===== src/rtl/twos_complement_ctrl_if.sv =====
// =============================================================================
// twos_complement_ctrl_if : operand/result handshake bundle for the serial
//                           two's-complement sequencer.       Rev 1.0
// =============================================================================
`default_nettype none

interface twos_complement_ctrl_if #(
  parameter int WIDTH = 16
);
  logic             start_valid;
  logic             start_ready;
  logic [WIDTH-1:0] data_in;
  logic             result_valid;
  logic             result_ready;
  logic [WIDTH-1:0] result;
  logic             result_ovf;

  modport master (
    output start_valid, data_in, result_ready,
    input  start_ready, result_valid, result, result_ovf
  );

  modport slave (
    input  start_valid, data_in, result_ready,
    output start_ready, result_valid, result, result_ovf
  );
endinterface

`default_nettype wire


===== src/rtl/twos_complement_ctrl.sv =====
// =============================================================================
// twos_complement_ctrl : parallel<->serial sequencer around the bit-serial
//                        negation core (clear, shift LSB-first, reassemble).
// Rev 1.0
// =============================================================================
`default_nettype none

module twos_complement_ctrl #(
  parameter int WIDTH = 16
) (
  input  wire logic               clk,
  input  wire logic               reset,
  twos_complement_ctrl_if.slave   bus,
  output logic                    busy,
  output logic                    ser_in,
  output logic                    ser_clr,
  input  wire logic               ser_out
);

  localparam int CNT_W = (WIDTH > 2) ? $clog2(WIDTH) : 1;
  localparam logic [CNT_W-1:0] c_last_cnt = CNT_W'(WIDTH - 1);
  localparam logic [WIDTH-1:0] c_ovf_word = {1'b1, {(WIDTH-1){1'b0}}};

  typedef enum logic [1:0] {
    S_IDLE  = 2'd0,
    S_CLEAR = 2'd1,
    S_SHIFT = 2'd2,
    S_DONE  = 2'd3
  } state_t;

  state_t           r_state;
  logic [CNT_W-1:0] r_cnt;
  logic [WIDTH-1:0] r_operand;
  logic [WIDTH-1:0] r_result;
  logic             r_ovf;
  logic             r_result_valid;
  logic             r_start_ready;
  logic             r_busy;
  logic             r_ser_in;
  logic             r_ser_clr;

  always_ff @(posedge clk or negedge reset) begin
    if (!reset) begin
      r_state        <= S_IDLE;
      r_cnt          <= '0;
      r_operand      <= '0;
      r_result       <= '0;
      r_ovf          <= 1'b0;
      r_result_valid <= 1'b0;
      r_start_ready  <= 1'b0;
      r_busy         <= 1'b0;
      r_ser_in       <= 1'b0;
      r_ser_clr      <= 1'b1;
    end else begin
      case (r_state)
        S_IDLE: begin
          r_ser_clr <= 1'b0;
          r_ser_in  <= 1'b0;
          if (r_start_ready && bus.start_valid) begin
            r_operand     <= bus.data_in;
            r_ovf         <= (bus.data_in == c_ovf_word);
            r_cnt         <= '0;
            r_state       <= S_CLEAR;
            r_start_ready <= 1'b0;
            r_busy        <= 1'b1;
            r_ser_clr     <= 1'b1;
          end else begin
            // Ready comes up one edge after reset release or a result handshake.
            r_start_ready <= 1'b1;
          end
        end

        S_CLEAR: begin
          r_state   <= S_SHIFT;
          r_ser_clr <= 1'b0;
          r_ser_in  <= r_operand[0];
        end

        S_SHIFT: begin
          // The core output is Mealy in ser_in, so capture it on the same edge.
          r_result  <= {ser_out, r_result[WIDTH-1:1]};
          r_operand <= {1'b0, r_operand[WIDTH-1:1]};
          if (r_cnt == c_last_cnt) begin
            r_state        <= S_DONE;
            r_busy         <= 1'b0;
            r_result_valid <= 1'b1;
            r_ser_in       <= 1'b0;
          end else begin
            r_cnt    <= r_cnt + 1'b1;
            r_ser_in <= r_operand[1];
          end
        end

        S_DONE: begin
          if (bus.result_ready) begin
            r_state        <= S_IDLE;
            r_result_valid <= 1'b0;
            r_start_ready  <= 1'b1;
          end
        end

        default: begin
          r_state <= S_IDLE;
        end
      endcase
    end
  end

  assign bus.start_ready  = r_start_ready;
  assign bus.result_valid = r_result_valid;
  assign bus.result       = r_result;
  assign bus.result_ovf   = r_ovf;
  assign busy             = r_busy;
  assign ser_in           = r_ser_in;
  assign ser_clr          = r_ser_clr;

endmodule

`default_nettype wire

===== src/flat_wrapper.sv =====
// flat-port wrapper written by rule: the top's interface ports become plain ports
module twos_complement_ctrl_flat 
#(
  parameter int WIDTH = 16
)
  (clk, reset, busy, ser_in, ser_clr, ser_out, bus_start_valid, bus_data_in, bus_result_ready, bus_start_ready, bus_result_valid, bus_result, bus_result_ovf);
  twos_complement_ctrl_if #(.WIDTH(WIDTH)) bus_i ();
  input  wire logic clk;
  input  wire logic reset;
  output logic busy;
  output logic ser_in;
  output logic ser_clr;
  input  wire logic ser_out;
  input wire logic [$bits(bus_i.start_valid)-1:0] bus_start_valid;
  input wire logic [$bits(bus_i.data_in)-1:0] bus_data_in;
  input wire logic [$bits(bus_i.result_ready)-1:0] bus_result_ready;
  output wire logic [$bits(bus_i.start_ready)-1:0] bus_start_ready;
  output wire logic [$bits(bus_i.result_valid)-1:0] bus_result_valid;
  output wire logic [$bits(bus_i.result)-1:0] bus_result;
  output wire logic [$bits(bus_i.result_ovf)-1:0] bus_result_ovf;
  assign bus_i.start_valid = bus_start_valid;
  assign bus_i.data_in = bus_data_in;
  assign bus_i.result_ready = bus_result_ready;
  assign bus_start_ready = bus_i.start_ready;
  assign bus_result_valid = bus_i.result_valid;
  assign bus_result = bus_i.result;
  assign bus_result_ovf = bus_i.result_ovf;
  twos_complement_ctrl #(.WIDTH(WIDTH)) u_core (.clk(clk), .reset(reset), .bus(bus_i), .busy(busy), .ser_in(ser_in), .ser_clr(ser_clr), .ser_out(ser_out));
endmodule

===== config.mk =====
export PLATFORM = sky130hd
export DESIGN_NAME = twos_complement_ctrl_flat
export DESIGN_NICKNAME = d
export VERILOG_FILES = /design/src/rtl/twos_complement_ctrl_if.sv /design/src/rtl/twos_complement_ctrl.sv /design/src/flat_wrapper.sv
export SDC_FILE = /design/constraint.sdc
export NUM_CORES = 1
export LEC_CHECK = 0
export CORE_MARGIN = 2
export CORE_UTILIZATION = 45
export DETAILED_ROUTE_END_ITERATION = 16
export PLACE_DENSITY_LB_ADDON = 0.05
export SLEW_MARGIN = 0
export SYNTH_ARGS = -nofsm -noshare
export SYNTH_HDL_FRONTEND = slang
export SYNTH_SLANG_ARGS = --single-unit

===== constraint.sdc =====
create_clock -name clk -period 2.1 [get_ports clk]
set_input_delay 0.525 -clock clk [delete_from_list [all_inputs] [get_ports clk]]
set_output_delay 0.525 -clock clk [all_outputs]
set_load 0.01 [all_outputs]

### Yosys cells after proc, flatten, opt, wreduce, memory -nomap -nowiden

Index checks and enable logic that the tools add are counted.

* register bits: 44
* output and inout bits: 22
* word-level logic and storage cells: 56

* add/subtract/negate cells: 1
* eq/ne operators: 9
* multiplexer cells: 22
* reduce and logical (&&, ||, !) cells: 14

Operators with widths (number)
* 16-bit one-hot mux with 2 select lines: 1
* 16-bit equality test, second input constant: 1
* 16-bit 2-to-1 mux: 1
* 3-bit AND reduction: 4
* 1-bit 2-to-1 mux: 8
* 4-bit 2-to-1 mux: 2
* 1-bit one-hot mux with 2 select lines: 4
* 2-bit one-hot mux with 4 select lines: 1
* 4-bit one-hot mux with 2 select lines: 1
* 2-bit nonzero test: 4
* 2-bit 2-to-1 mux: 3
* 2-bit AND reduction: 3
* 4-bit by 1-bit adder with 4-bit output, second input constant: 1
* 2-bit equality test, second input constant: 2
* 4-bit equality test, second input constant: 1
* 2-bit by 1-bit inequality test with 1-bit output, second input constant: 2
* 2-bit inequality test, second input constant: 2
* 1-bit one-hot mux with 3 select lines: 1
* 3-bit nonzero test: 1
* 2-bit by 1-bit equality test with 1-bit output, second input constant: 1
* 2-bit logical NOT: 1
* 1-bit logical AND: 1

### Depth between registers and ports, before layout

* word-level depth: 3
* gate-level depth with buffers: 7
* depth with buffers taken out: 6

### Least setup slack after synthesis

Ideal clock, no wire load.

* path kind: reg2reg
* from: reg u_core.r_state[0]
* to: reg u_core.r_result[11] (netlist: u_core.bus.result[11])
* setup time: 125 ps
* arrival: 1354 ps
* setup slack: 622 ps
* stages on the path, launching flop included: 6
* buffers on the path: 2
* clock period less this slack: 1478 ps
* cell sequence: dfrtp_1 > inv_1 > ha_1 > buf_4 > buf_2 > mux2_2

* word-level cells in the longest chain between the ends: 1

RTL lines
* start: declaration: RTL line twos_complement_ctrl.sv:31 `state_t r_state;`
* start signal: assignment: RTL line twos_complement_ctrl.sv:44 `r_state <= S_IDLE;`
* start signal: assignment: RTL line twos_complement_ctrl.sv:63 `r_state <= S_CLEAR;`
* start signal: assignment: RTL line twos_complement_ctrl.sv:74 `r_state <= S_SHIFT;`
* 2-bit equality test: RTL line twos_complement_ctrl.sv:55 `case (r_state)`
* end signal: assignment: RTL line twos_complement_ctrl.sv:81 `r_result <= {ser_out, r_result[WIDTH-1:1]};`
* end: declaration: RTL line twos_complement_ctrl.sv:34 `logic [WIDTH-1:0] r_result;`

Every way passes these cells.
A chain may end at the register's enable or synchronous reset.

### Worst setup path after layout

* from: reg u_core.r_start_ready (netlist: u_core.bus.start_ready)
* to: out bus_start_ready

RTL lines
* start: declaration: RTL line twos_complement_ctrl.sv:37 `logic r_start_ready;`
* start signal: assignment: RTL line twos_complement_ctrl.sv:50 `r_start_ready <= 1'b0;`
* start signal: assignment: RTL line twos_complement_ctrl.sv:64 `r_start_ready <= 1'b0;`
* start signal: assignment: RTL line twos_complement_ctrl.sv:69 `r_start_ready <= 1'b1;`
* end: declaration: RTL line flat_wrapper.sv:17 `output wire logic [$bits(bus_i.start_ready)-1:0] bus_start_ready;`

No word-level cell between the ends.

==> results by group <==
CTS
  • Post-cts repair resize count: 0
  • Post-CTS setup buffer count: 0
  • Total clock buffers created by CTS: 5
  • H-tree depth: 2
  • CTS tree: yes
  • Clk sinks: 44
  • Clock root cell: clkbuf_8
  • Reg clk slew, reported paths: 0.08 ns
  • CTS Buffer Depth: 2
  • Clock latency on the worst-skew pair: 0.29 ns
  • Cts hold-fix bufs: 0

Final layout
  • Synth-to-Final Area Change: 28.5%
  • Antenna cell count: 0
  • Fillers: 361
  • Non-filler cells, final: 280
  • Finished layout cell area: 0.00268 sq mm
  • Commonest non-fill, non-tap cells in the layout: dfrtp_1 (43), clkdlybuf4s50_1 (41), nand2_1 (21)
  • Commonest non-fill, non-tap cell in the layout: dfrtp_1
  • Nets@finish: 254
  • Core Util, Final: 60.8%
  • Fraction of layout cells with a size suffix above 1: 17.1%

Yosys
  • Syn Nets: 210
  • Sequential fraction of the synthesis area: 52.8%
  • Mapped Cells: 183
  • Synth Cell Area: 0.00209 sq mm
  • Post-synthesis register bit count: 44
  • Syn Area/Cell: 11.4 sq um
  • Number of distinct library cells after synthesis: 35
  • Synth warn: 0

GRT
  • Vias in the first global route: 1553
  • First-pass GRT wire length: 7290 microns
  • Met1 global-route usage: 23.2%
  • M2 GR Usage: 28.8%
  • Met3 Usage GRT: 5.00%
  • Pin count of the biggest net entering global routing: 45
  • Overall Global Routing Usage: 18.0%
  • Remaining global-route overflow: 0
  • Most used routing layer: met2
  • Initial antenna violation count: 0

Placed design
  • Placed cells: 272
  • I/O Buffers: 42
  • Placed wire-length estimate: 2950 microns
  • Post-place instance area: 0.00259 sq mm
  • Pre-CTS WS: 0.252 ns
  • RD Place Congestion: 0.748

STA
  • Setup violators final: 0
  • Final hold slack: 0.301 ns
  • Final period util: 92.0%
  • RSZ-0062 raised after global routing: false
  • Final max-slew violation count: 0
  • Fin worst setup slack: 0.169 ns
  • Slew @ Worst Pin: 0.567 ns
  • Slew headroom: 62.2%
  • FMAX: 518 MHz
  • Final Hold Viols: 0
  • Final TNS setup: 0 ns
  • Min Tclk post-route: 1.93 ns
  • Clock Skew: 0.00300 ns

Critical path
  • Crit-path leading delay family: buffers and inverters
  • Critical path startpoint category: flip-flop
  • Crit-path cells: clkdlybuf4s50_1
  • Required @ worst endpoint: 1.57 ns
  • Kind of end point of the critical path: output pin
  • CP max FO: 8
  • CP max-delay cell: clkdlybuf4s50_1
  • Buf/Inv on CP: 1
  • Critical Setup Path Class: flip-flop to output pin
  • Crit-path max cell delay: 0.59 ns
  • WP data arrival: 1.41 ns

Outcome
  • Status: finished clean

Routing
  • DRC: 0
  • Vias per cell: 5.50
  • Total number of vias: 1539
  • Average routed wire per standard cell: 15.0 microns
  • Number of DRC markers in iteration 0: 123
  • Router iterations before antenna repair: 4
  • Routed WL: 4200 microns
  • Routed Antenna Nets: 0

Floorplan
  • Starting Density: 47.3%
  • Die Height: 72.1 microns
  • Die Width: 72.1 microns
  • Core area: 0.00441 sq mm
  • IO Count: 43
  • Standard-cell rows: 24
  • Die area: 0.00520 sq mm

Power
  • Switch share: 36.0%
  • Internal: 2.68 mW
  • Clock network fraction of total power: 13.0%
  • Psw: 1.51 mW
  • Sequential Power Share: 36.7%
  • Comb pwr share: 50.3%
  • Static Leak: 1.13 nW
  • Total power: 4.18 mW
  • Maximum VDD drop: 0.735 mV
  • Cell Pwr Density: 1560 mW/mm^2

Min path
  • Worst hold path type: input port to asynchronous set/reset pin

Job
  • Max-Cap Viols: 0
-- cells by family (layout without fill, tap and decap cells) --
| family | after synthesis | after routing | share of synthesized area [%] |
|---|---|---|---|
| flip-flops | 44 | 44 | 52.8 |
| AO/OA/AOI/OAI | 39 | 39 | 12.0 |
| adder cells (fa/ha/maj) | 6 | 6 | 3.60 |
| AND/OR/NAND/NOR | 49 | 49 | 12.1 |
| multiplexers | 32 | 32 | 16.5 |
| buffers and inverters | 13 | 58 | 3.00 |
-- synthesized netlist by cell type (all sizes together) --
cell type | instances | area [sq um]
a21oi | 6 | 41.3
nand2 | 22 | 85.1
nor2b | 2 | 12.5
nand4b | 2 | 17.5
dfstp | 1 | 26.3
a22o | 2 | 17.5
nor3 | 2 | 10.0
a31oi | 1 | 6.26
nand2b | 1 | 6.26
mux2i | 15 | 150
inv | 4 | 15.0
nand4 | 1 | 6.26
a41oi | 2 | 17.5
o21ai | 24 | 124
nor4 | 4 | 25.0
dfrtp | 43 | 1080
nor2 | 7 | 26.3
nand3 | 5 | 37.5
ha | 6 | 75.1
and4 | 1 | 10.0
and3 | 1 | 6.26
a21bo | 1 | 16.3
nor4b | 1 | 8.76
o22a | 1 | 8.76
a21boi | 1 | 11.3
buf | 9 | 47.6
mux2 | 17 | 195
a22oi | 1 | 7.51
-- layer usage --
metal  wire, microns  part of all wire (%)
met1            1980                    47
met2            1920                    46
met3             228                   5.4
met4              74                   1.8
met5               0                     0
-- final timing paths --
kind | start | end | slack [ns] | cells past startpoint
worst max-delay path | u_core.bus.start_ready | bus_start_ready | 0.17 | 1
worst min-delay path | reset | u_core.bus.result[0] | 0.30 | 2
worst max register to register | u_core.r_state[0] | u_core.r_operand[1] | 0.33 | 6
worst min register to register | u_core.r_operand[6] | u_core.r_operand[6] | 0.49 | 2
max in group asynchronous | reset | u_core.r_cnt[2] | 1.41 | 2
min in group clk | u_core.r_operand[6] | u_core.r_operand[6] | 0.49 | 2
-- layout make-up --
cell class | instances | area (sq um) | share of cell area (%)
Sequential cell | 44 | 1100 | 41.1
Tap cell | 52 | 65.1 | 2.43
Timing Repair Buffer | 46 | 483 | 18.0
Clock buffer | 6 | 82.6 | 3.08
Clock inverter | 2 | 10.0 | 0.373
Inverter | 4 | 15.0 | 0.560
Multi-Input combinational cell | 126 | 925 | 34.5
-- sequential cells by signal, summed over array words and instances (netlist names) --
register                 flops
u_core.bus.result_valid      1
u_core.busy                  1
u_core.ser_clr               1
u_core.ser_in                1
u_core.r_state               2
u_core.bus.result           16
u_core.bus.result_ovf        1
u_core.r_operand            16
u_core.r_cnt                 4
u_core.bus.start_ready       1
-- power by group through the flow --
stage | Sequential (mW) | Combinational (mW) | Clock (mW)
after floorplan | 1.58 | 1.27 | 0
after global placement | 1.52 | 2.05 | 0
after detailed placement | 1.55 | 2.12 | 0
after CTS | 1.54 | 2.13 | 0.565
after global routing | 1.60 | 2.31 | 0.597
final | 1.54 | 2.10 | 0.544
Power figures use the tool's default switching activity.
